`config.mk`:
```
export PLATFORM = sky130hd
export DESIGN_NAME = nibble_serial_adder
export DESIGN_NICKNAME = d
export VERILOG_FILES = /design/src/rtl/adder_pkg.sv /design/src/rtl/four_bit_adder.sv /design/src/rtl/nibble_serial_adder.sv
export SDC_FILE = /design/constraint.sdc
export NUM_CORES = 1
export LEC_CHECK = 0
export CORE_MARGIN = 5
export CORE_UTILIZATION = 51
export DETAILED_ROUTE_END_ITERATION = 8
export PLACE_DENSITY = 0.77
export REMOVE_ABC_BUFFERS = 1
export SLEW_MARGIN = 20
export SYNTH_ARGS = -nofsm -noshare
export SYNTH_HDL_FRONTEND = slang
export SYNTH_SLANG_ARGS = --single-unit
```
`constraint.sdc`:
```
create_clock -name clk -period 3.36 [get_ports clk]
set_input_delay 0.672 -clock clk [delete_from_list [all_inputs] [get_ports clk]]
set_output_delay 0.672 -clock clk [all_outputs]
set_load 0.01 [all_outputs]
```
`src/rtl/adder_pkg.sv`:
```
// Shared definitions for the nibble-serial adder and its nibble datapath.
package adder_pkg;

    // Width of one adder slice.
    localparam int NIBBLE_W = 4;

    // Control states of the serial adder.
    typedef enum logic [1:0] {
        IDLE = 2'd0,
        RUN  = 2'd1,
        DONE = 2'd2
    } nsa_state_t;

endpackage : adder_pkg

```
`src/rtl/four_bit_adder.sv`:
```
// Combinational 4-bit ripple-carry adder slice used by the serial adder.
module four_bit_adder
    import adder_pkg::*;
(
    input  logic [NIBBLE_W-1:0] op_a,
    input  logic [NIBBLE_W-1:0] op_b,
    input  logic                carry_in,
    output logic [NIBBLE_W-1:0] sum,
    output logic                carry_out
);

    logic [NIBBLE_W:0] carry_chain;

    // Bit-level ripple: each stage produces its sum bit and the carry into the next stage.
    always_comb begin
        carry_chain    = '0;
        sum            = '0;
        carry_chain[0] = carry_in;
        for (int i = 0; i < NIBBLE_W; i++) begin
            sum[i]           = op_a[i] ^ op_b[i] ^ carry_chain[i];
            carry_chain[i+1] = (op_a[i] & op_b[i]) | (carry_chain[i] & (op_a[i] ^ op_b[i]));
        end
    end

    assign carry_out = carry_chain[NIBBLE_W];

endmodule : four_bit_adder

```
`src/rtl/nibble_serial_adder.sv`:
```
// Wide adder/subtractor that streams one nibble per clock through a four_bit_adder,
// least-significant nibble first, with the inter-nibble carry held in a register.
module nibble_serial_adder
    import adder_pkg::*;
#(
    parameter int NIBBLES = 4
) (
    input  logic                        clk,
    input  logic                        rst_n,
    input  logic                        in_valid,
    output logic                        in_ready,
    input  logic [NIBBLE_W*NIBBLES-1:0] in_a,
    input  logic [NIBBLE_W*NIBBLES-1:0] in_b,
    input  logic                        in_carry,
    input  logic                        in_sub,
    output logic                        out_valid,
    input  logic                        out_ready,
    output logic [NIBBLE_W*NIBBLES-1:0] out_sum,
    output logic                        out_carry
);

    localparam int W     = NIBBLE_W * NIBBLES;
    localparam int IDX_W = (NIBBLES > 1) ? $clog2(NIBBLES) : 1;
    localparam logic [IDX_W-1:0] LAST_IDX = IDX_W'(NIBBLES - 1);

    nsa_state_t          state;
    logic [W-1:0]        a_q;
    logic [W-1:0]        b_q;
    logic [W-1:0]        sum_q;
    logic                c_q;
    logic [IDX_W-1:0]    idx;

    logic [NIBBLE_W-1:0] nib_a;
    logic [NIBBLE_W-1:0] nib_b;
    logic [NIBBLE_W-1:0] nib_sum;
    logic                nib_carry;

    // Subtraction is A + ~B + 1, so the operand inversion and forced carry happen at accept time.
    assign nib_a = a_q[NIBBLE_W*int'(idx) +: NIBBLE_W];
    assign nib_b = b_q[NIBBLE_W*int'(idx) +: NIBBLE_W];

    four_bit_adder u_adder (
        .op_a      (nib_a),
        .op_b      (nib_b),
        .carry_in  (c_q),
        .sum       (nib_sum),
        .carry_out (nib_carry)
    );

    // Control FSM plus operand, carry, index and result registers.
    always_ff @(posedge clk or negedge rst_n) begin
        if (!rst_n) begin
            state <= IDLE;
            a_q   <= '0;
            b_q   <= '0;
            sum_q <= '0;
            c_q   <= 1'b0;
            idx   <= '0;
        end else begin
            case (state)
                IDLE: begin
                    if (in_valid) begin
                        a_q   <= in_a;
                        b_q   <= in_sub ? ~in_b : in_b;
                        c_q   <= in_sub ? 1'b1 : in_carry;
                        idx   <= '0;
                        state <= RUN;
                    end
                end
                RUN: begin
                    sum_q[NIBBLE_W*int'(idx) +: NIBBLE_W] <= nib_sum;
                    c_q <= nib_carry;
                    if (idx == LAST_IDX) begin
                        state <= DONE;
                    end else begin
                        idx <= idx + 1'b1;
                    end
                end
                DONE: begin
                    if (out_ready) begin
                        state <= IDLE;
                    end
                end
                default: begin
                    state <= IDLE;
                end
            endcase
        end
    end

    // Handshake flags and result are decoded purely from registered state.
    assign in_ready  = (state == IDLE);
    assign out_valid = (state == DONE);
    assign out_sum   = out_valid ? sum_q : '0;
    assign out_carry = out_valid & c_q;

endmodule : nibble_serial_adder

```
# Yosys cells after proc, flatten, opt, wreduce, memory -nomap -nowiden

Index checks and enable logic that the tools add are counted.

Register bits after elaboration: 53
Input bits: 38
Output and inout bits: 19
Word-level logic and storage cells: 60

Add/sub/neg operators: 2
Eq/ne operators: 7
Shift-type cells: 4
Multiplexer cells: 13
Bitwise logic cells: 22
Reductions and logical operators: 6

Operators with widths:

| operator                  | count |
|---|---|
| $neg A4 Y33               | 1 |
| $shift A4 B33 Y16 const A | 1 |
| $shiftx A4 B33 Y16        | 1 |
| $mux W16                  | 2 |
| $shiftx A16 B5 Y4         | 2 |
| $bwmux W16                | 1 |
| $not A16 Y16              | 1 |
| $mux W2                   | 5 |
| $and A1 B1 Y1             | 9 |
| $xor A1 B1 Y1             | 8 |
| $ne A2 B2 Y1 const B      | 3 |
| $pmux W2 S3               | 1 |
| $reduce_and A3 Y1         | 2 |
| $eq A2 B2 Y1 const B      | 2 |
| $or A1 B1 Y1              | 4 |
| $pmux W2 S2               | 1 |
| $reduce_and A2 Y1         | 2 |
| $add A2 B1 Y2 const B     | 1 |
| $eq A2 B1 Y1 const B      | 1 |
| $logic_not A2 Y1          | 1 |
| $mux W1                   | 2 |
| $ne A2 B1 Y1 const B      | 1 |
| $pmux W1 S2               | 1 |
| $reduce_bool A2 Y1        | 1 |

# Longest topological paths before layout

Gate-level depths: netlist of the first run.

Word-level depth: 11
Mapped depth: 10
Gate-level depth less buffers: 8

# Modules after synthesis

From an unflattened synthesis of the first run, not the netlist that was laid out.

Cell total of the unflattened synthesis: 231
Area, all modules: 2767.7 um2

By module, submodules not included:

| module              | instances | cells an instance | area each (um2) | sequential area each (um2) |
|---|---|---|---|---|
| nibble_serial_adder | 1         | 217               | 2650.0          | 1326.3 |
| four_bit_adder      | 1         | 14                | 117.6           | 0.0 |

# Worst setup path before layout of the first run

Ideal clock, no wire load.

Path type: register to register
From: register idx[0]
To: register sum_q[15]
Library setup time: 0.121 ns
Arrival: 2.739 ns
Required time: 3.239 ns
Slack: 0.500 ns
Stages on the path, launching flop included: 11
Buffers on the path: 2
Period minus slack after synthesis: 2.860 ns
Path through: dfrtp_1 > buf_4 > buf_4 > mux4_2 > fa_1 > inv_1 > fa_1 > fa_1 > inv_1 > fa_1 > a22o_1

Word-level cells in the longest chain between the ends: 11
Elaborated cells on any way between the ends: 23
Those cells by class: add/sub: 1; shift: 4; mux: 1; bitwise: 17

Ends and longest elaborated chain:

| what                                 | line                                                 | RTL |
|---|---|---|
| start, declared                      | nibble_serial_adder.sv:31                            | `logic [IDX_W-1:0] idx;` |
| start signal, assigned               | nibble_serial_adder.sv:76                            | `idx <= idx + 1'b1;` |
| $shiftx A16 B5 Y4 (on tied branches) | nibble_serial_adder.sv:39, nibble_serial_adder.sv:40 |  |
| $xor A1 B1 Y1                        | four_bit_adder.sv:20, four_bit_adder.sv:21           |  |
| $and A1 B1 Y1                        | four_bit_adder.sv:21                                 | `carry_chain[i+1] = (op_a[i] & op_b[i]) \| (carry_chain[i] & (op_a[i] ^ op_b[i]));` |
| $or A1 B1 Y1                         | four_bit_adder.sv:21                                 |  |
| $and A1 B1 Y1                        | four_bit_adder.sv:21                                 |  |
| $or A1 B1 Y1                         | four_bit_adder.sv:21                                 |  |
| $and A1 B1 Y1                        | four_bit_adder.sv:21                                 |  |
| $or A1 B1 Y1                         | four_bit_adder.sv:21                                 |  |
| $xor A1 B1 Y1                        | four_bit_adder.sv:20                                 | `sum[i] = op_a[i] ^ op_b[i] ^ carry_chain[i];` |
| $shiftx A4 B33 Y16                   | nibble_serial_adder.sv:71                            | `sum_q[NIBBLE_W*int'(idx) +: NIBBLE_W] <= nib_sum;` |
| $bwmux W16 (*)                       | nibble_serial_adder.sv:71                            |  |
| end signal, assigned by index        | nibble_serial_adder.sv:71                            |  |
| end, declared                        | nibble_serial_adder.sv:29                            | `logic [W-1:0] sum_q;` |

Mark *: on every way between the ends. The rest lies on a longest branch, timed or not.
A chain may end at the register's enable or synchronous reset.

# Worst setup path in the final report of the first run

From: register idx[0]
To: register sum_q[7]

Same word-level chain as after synthesis.

==> flow_summary.ini, run 1 <==
[timing]
tns_ps = 0
hold_viol = 0
fin_crit_ps = 2840
report.final.slew_viol_count = 0
maxSlewHeadroom = 0.533
period_share = 0.846
rsz0062_at_grt = no
whs_ps = 401
tightest_slew_ps = 700
finClkSkew_ps = 6.23
setup_viol = 0
fmax_ghz = 0.352

[placed_design]
io_buffers = 56
hpwl_um = 3950
gp_congestion = 0.801

[clock_tree]
postCtsHoldBufs = 0
cts_inserted_buffers = 5
post-cts-setup-buffers = 0
cts.reportedPaths.clkPinSlew_ps = 90
htreeDepth = 2
cts_sinks = 53
postCtsResizedCells = 0
cts_max_path_buffers = 2
insertion_delay_ps = 310
root_buffer = clkbuf_8
cts_tree = done

[outcome]
outcome = finished clean

[run]
max-cap-violations = 0

[logic_synthesis]
synth_edf_count = 0
ys_seq_elements = 53
synth.cell_area_um2 = 2770
yosysUniqueCellTypes = 35
synth_flop_cell = dfrtp_1
synthMuxAreaShare = 0.130
synth-compound-area-share = 0.0912
synth_xor_xnor_area_share = 0.0506
async_reset_ff_frac = 1.00
synth-simple-area-share = 0.150
synth_fa_ha_area_frac = 0.0560
yosysSeqAreaShare = 0.479
synth_top_family_by_area = simple AND/OR/NAND/NOR gates
avgSynthCellArea_um2 = 11.8
yosysWarnings = 0
synth_cells = 235

[min_path]
hold_path_class = in -> async

[global_routing]
grt_pass1_vias = 1866
globalRouteOverflowTotal = 0
grt_max_degree = 49
grt_pass1_wl_um = 8770
grt_usage = 0.155
grt_antenna_before_repair = 0

[final_layout]
fillers = 419
antenna_cells = 0
area_growth_pct = 26.4
drive_above_1_share = 0.165
fin_nets = 338

[floorplanning]
ios = 57
die_w_um = 83.7
rows = 26
fp.dieH_um = 83.7
dieArea_um2 = 7010
start_util = 0.532
core_um2 = 5200

[critical_path]
cp-start-kind = flop
startpoint = idx[0]$_DFFE_PN0P_
reg2reg_to = sum_q[7]$_DFFE_PN0P_
r2r_slack_ps = 520
crit_arrival_ps = 3040
r2r_cells = 8
cp-endpoint = sum_q[7]$_DFFE_PN0P_
crit_required_ps = 3560
timing.rr.start = idx[0]$_DFFE_PN0P_
critPathKind = reg -> reg
crit_path_end_kind = flop
critical_path.max_fanout = 6

[route]
drc_errors = 0
drtIter0Drc = 85
via_per_inst = 5.14
wl_um = 5150
vias = 1855
firstDrtPassIters = 4
wire_per_inst_um = 14.3
ant_nets = 0

[power]
max-vdd-ir-drop_mv = 0.485
p_leak_nw = 1.46
powerDensity_nw_per_um2 = 856
[cell usage in the layout, fill, tap and decap left out, drive strengths merged, types with 10 or more instances in the layout]
cell type       n
clkdlybuf4s50  55
nor2           21
mux2           16
o21ai          12
a21oi          18
and2           17
xnor2          16
dfrtp          53
inv            10
nand2          10
[report_power, final]
group | leakage [nW] | switching (W) | internal [W]
combinational | 0.755 | 0.000705 | 0.000712
clock | 0.0574 | 0.000205 | 0.000242
sequential | 0.643 | 0.000213 | 0.000922
total | 1.46 | 0.00112 | 0.00188
[cells in the mapped netlist (2+ instances only)]
| cell | instances | share of area |
|---|---|---|
| a21oi_1 | 18 | 0.033 |
| a22o_1 | 8 | 0.025 |
| and2_1 | 17 | 0.038 |
| buf_2 | 6 | 0.011 |
| buf_4 | 4 | 0.011 |
| clkbuf_1 | 3 | 0.0041 |
| dfrtp_1 | 53 | 0.48 |
| fa_1 | 4 | 0.029 |
| ha_1 | 6 | 0.027 |
| inv_1 | 10 | 0.014 |
| mux2_2 | 16 | 0.065 |
| mux4_2 | 8 | 0.065 |
| nand2_1 | 10 | 0.014 |
| nand3b_1 | 2 | 0.0054 |
| nand3b_4 | 3 | 0.022 |
| nor2_1 | 21 | 0.028 |
| nor2b_1 | 2 | 0.0045 |
| nor4b_1 | 3 | 0.0095 |
| o21ai_0 | 8 | 0.014 |
| o21ai_1 | 2 | 0.0036 |
| o21ai_2 | 2 | 0.0063 |
| xnor2_1 | 16 | 0.051 |
[registers in the layout, summed over array words and instances (netlist names)]
register  cells
a_q          16
b_q          16
state         2
c_q           1
idx           2
sum_q        16
[critical path, cell delays in order, from the launching register on]
cell and delay [ps]:
dfrtp_1 560, mux4_2 570, fa_1 420, inv_1 80
fa_1 170, fa_1 160, inv_1 40, fa_1 510
a22o_1 220
[final cells by class]
cell class                      instances  area (µm²)  area share
Tap cell                               70        87.6      0.0250
Inverter                               10        37.5      0.0107
Clock inverter                          2        37.5      0.0107
Timing Repair Buffer                   62         601       0.171
Sequential cell                        53        1330       0.379
Clock buffer                            6        82.6      0.0236
Multi-Input combinational cell        158        1330       0.380
[cells by family after synthesis]
| family | after synthesis |
|---|---|
| DFF | 53 |
| buffers and inverters | 24 |
| adders and majority gates | 10 |
| xor gates and xnor gates | 16 |
| muxes | 24 |
| and+or+nand+nor | 67 |
| AOI/OAI and AO/OA | 41 |
[stage by stage]
step | std cells | total power [W] | setup WS [ps] | instance area, µm² | utilization
after detailed placement | 353 | 0.00259 | 492 | 3380 | 0.650
after global placement | 353 | 0.00253 | 568 | 3380 | 0.650
after floorplan | 221 | 0.00214 | 395 | 2690 | -
after global routing | 361 | 0.00327 | 339 | 3500 | 0.673
final | 361 | 0.00300 | 519 | 3500 | 0.673
after CTS | 361 | 0.00304 | 468 | 3500 | 0.673
[layer usage]
layer / part of all wire / up-vias / wire length [µm] / track usage
met5: 0 / - / 0 / 0
met4: 0.016 / 0 / 82 / 0.0614
met3: 0.051 / 8 / 265 / 0.0257
met2: 0.50 / 48 / 2570 / 0.259
met1: 0.43 / 883 / 2230 / 0.202
li1: - / 916 / - / -
[worst min-delay path by stage]
| stage | start | endpoint | slack, ps | depth (start not counted) |
|---|---|---|---|---|
| final | rst_n | sum_q[9]$_DFFE_PN0P_ | 400 | 1 |
| after global routing | rst_n | sum_q[9]$_DFFE_PN0P_ | 460 | 1 |
| after CTS | rst_n | c_q$_DFFE_PN0P_ | 420 | 1 |
| after detailed placement | sum_q[9]$_DFFE_PN0P_ | sum_q[9]$_DFFE_PN0P_ | 460 | 2 |
| after global placement | sum_q[6]$_DFFE_PN0P_ | sum_q[6]$_DFFE_PN0P_ | 460 | 2 |
| after floorplan | rst_n | a_q[0]$_DFFE_PN0P_ | 380 | 0 |
Note: power is estimated with default switching activity, not from simulation.
==> run 2, diff against run 1 <==
==> constraint.sdc (replaced) <==
create_clock -name clk -period 2.7 [get_ports clk]
set_input_delay 0.54 -clock clk [delete_from_list [all_inputs] [get_ports clk]]
set_output_delay 0.54 -clock clk [all_outputs]
set_load 0.01 [all_outputs]
==> run 2 against run 1 <==
Compared with the run above:
- non-clock buffer count increased by 5
- highest routed layer unchanged
- critical path depth unchanged
- wire length decreased by 0.37%
- total power is 26% higher
- combinational power up 39%
- cell count rose by 1.1%
- utilization up 0.84 points
- worst hold slack worse by 230 ps
- first-iteration DRC count fell by 13%
- critical endpoint is now sum_q[11]$_DFFE_PN0P_
==> flow_summary.ini, run 2 (synthesis results as in run 1) <==
[critical_path]
cp-endpoint = sum_q[11]$_DFFE_PN0P_
startpoint = idx[0]$_DFFE_PN0P_
reg2reg_to = sum_q[11]$_DFFE_PN0P_
r2r_slack_ps = 120
timing.rr.start = idx[0]$_DFFE_PN0P_
crit_path_end_kind = flop
r2r_cells = 8
critPathKind = reg -> reg
crit_arrival_ps = 2780
critical_path.max_fanout = 4
cp-start-kind = flop
crit_required_ps = 2890

[global_routing]
grt_pass1_vias = 1972
grt_antenna_before_repair = 0
globalRouteOverflowTotal = 0
grt_max_degree = 49
grt_pass1_wl_um = 9130
grt_usage = 0.159

[timing]
tightest_slew_ps = 497
hold_viol = 0
whs_ps = 169
report.final.slew_viol_count = 0
period_share = 0.957
finClkSkew_ps = 6.50
fmax_ghz = 0.387
setup_viol = 0
maxSlewHeadroom = 0.664
rsz0062_at_grt = yes
fin_crit_ps = 2580

[clock_tree]
insertion_delay_ps = 300
htreeDepth = 2
cts_tree = done
root_buffer = clkbuf_8
cts.reportedPaths.clkPinSlew_ps = 90
cts_max_path_buffers = 2
cts_sinks = 53
cts_inserted_buffers = 5

[power]
power_w = 0.00376
powerDensity_nw_per_um2 = 1060
p_leak_nw = 1.47
max-vdd-ir-drop_mv = 0.529

[min_path]
hold_path_class = in -> async

[placed_design]
hpwl_um = 4000
io_buffers = 56
gp_congestion = 0.828

[route]
wl_um = 5130
wire_per_inst_um = 14.1
drtIter0Drc = 74
drc_errors = 0
ant_nets = 0
via_per_inst = 5.12
vias = 1870
firstDrtPassIters = 4

[final_layout]
antenna_cells = 0
layout_common_cells = clkdlybuf4s50_1 (55), dfrtp_1 (52), nor2_1 (21), a21oi_1 (18), and2_1 (17)
largestRegisters = a_q (16), b_q (16), sum_q (16)
seqCellArea_um2 = 1330
final_common_cell = clkdlybuf4s50_1
fillers = 400
multi_input_area_um2 = 1340
fin_nets = 343
area_growth_pct = 28.0
drive_above_1_share = 0.197

[floorplanning]
rows = 26
ios = 57
die_w_um = 83.7
start_util = 0.532
dieArea_um2 = 7010
core_um2 = 5200
fp.dieH_um = 83.7

[outcome]
outcome = finished clean

[run]
max-cap-violations = 0
[run 2: cell types whose count changed in the layout (fill, tap and decap cells not counted)]
cell	delta
buf_12	+2
buf_4	+2
buf_6	+1
bufinv_16	-1
clkbuf_1	+1
clkinvlp_4	-1
dfrtp_1	-1
dfrtp_2	+1
fa_1	-4
fa_2	+4
inv_1	-2
inv_2	+2
[run 2: power by group]
| part | total, W | switching, W | internal (W) |
|---|---|---|---|
| logic | 0.00197 | 0.000961 | 0.00101 |
| clock network | 0.000440 | 0.000236 | 0.000204 |
| registers | 0.00136 | 0.000206 | 0.00115 |
| total | 0.00376 | 0.00140 | 0.00236 |
[run 2: layout make-up]
class	count	share of cell area
Sequential cell	53	0.374
Clock buffer	7	0.0243
Inverter	10	0.0106
Multi-Input combinational cell	158	0.378
Tap cell	70	0.0247
Timing Repair Buffer	67	0.188
[run 2: stage by stage]
stage	setup WS (ps)	TNS [ps]	util	std cells	area, µm²
global placement	18.4	0	0.660	357	3440
floorplan	-265	-2050	-	221	2690
detailed placement	-21.1	-80.0	0.660	357	3440
CTS	21.9	0	0.680	365	3540
finish	116	0	0.681	365	3550
global route	-10.9	-29.3	0.681	365	3550
[run 2: worst min-delay path by stage]
stage / endpoint / slack [ps] / cells past startpoint
floorplan: a_q[0]$_DFFE_PN0P_ / 240 / 0
global placement: sum_q[6]$_DFFE_PN0P_ / 460 / 2
detailed placement: sum_q[10]$_DFFE_PN0P_ / 470 / 2
CTS: a_q[6]$_DFFE_PN0P_ / 170 / 1
global route: sum_q[14]$_DFFE_PN0P_ / 190 / 1
finish: a_q[10]$_DFFE_PN0P_ / 170 / 1
[run 2: timing repair]
item | in CTS | in global routing
gates cloned | 0 | 0
pin swaps | 1 | 4
hold buffers | 0 | 0
setup endpoints to repair | 4 | 5
resized for setup | 4 | 4
buffers inserted | 1 | 0
[run 2: critical path, cell delays in order (launching register included)]
cell and delay, ps:
dfrtp_2 450, mux4_2 360, fa_2 210, inv_2 40
fa_2 350, fa_2 340, inv_2 60, fa_2 460
a22o_1 210
[run 2: routing by layer]
| layer | vias up | GRT usage | part of all wire |
|---|---|---|---|
| met5 | - | 0 | 0 |
| met4 | 0 | 0.0526 | 0.012 |
| met3 | 6 | 0.0424 | 0.063 |
| met2 | 54 | 0.265 | 0.48 |
| met1 | 883 | 0.200 | 0.45 |
| li1 | 927 | - | - |
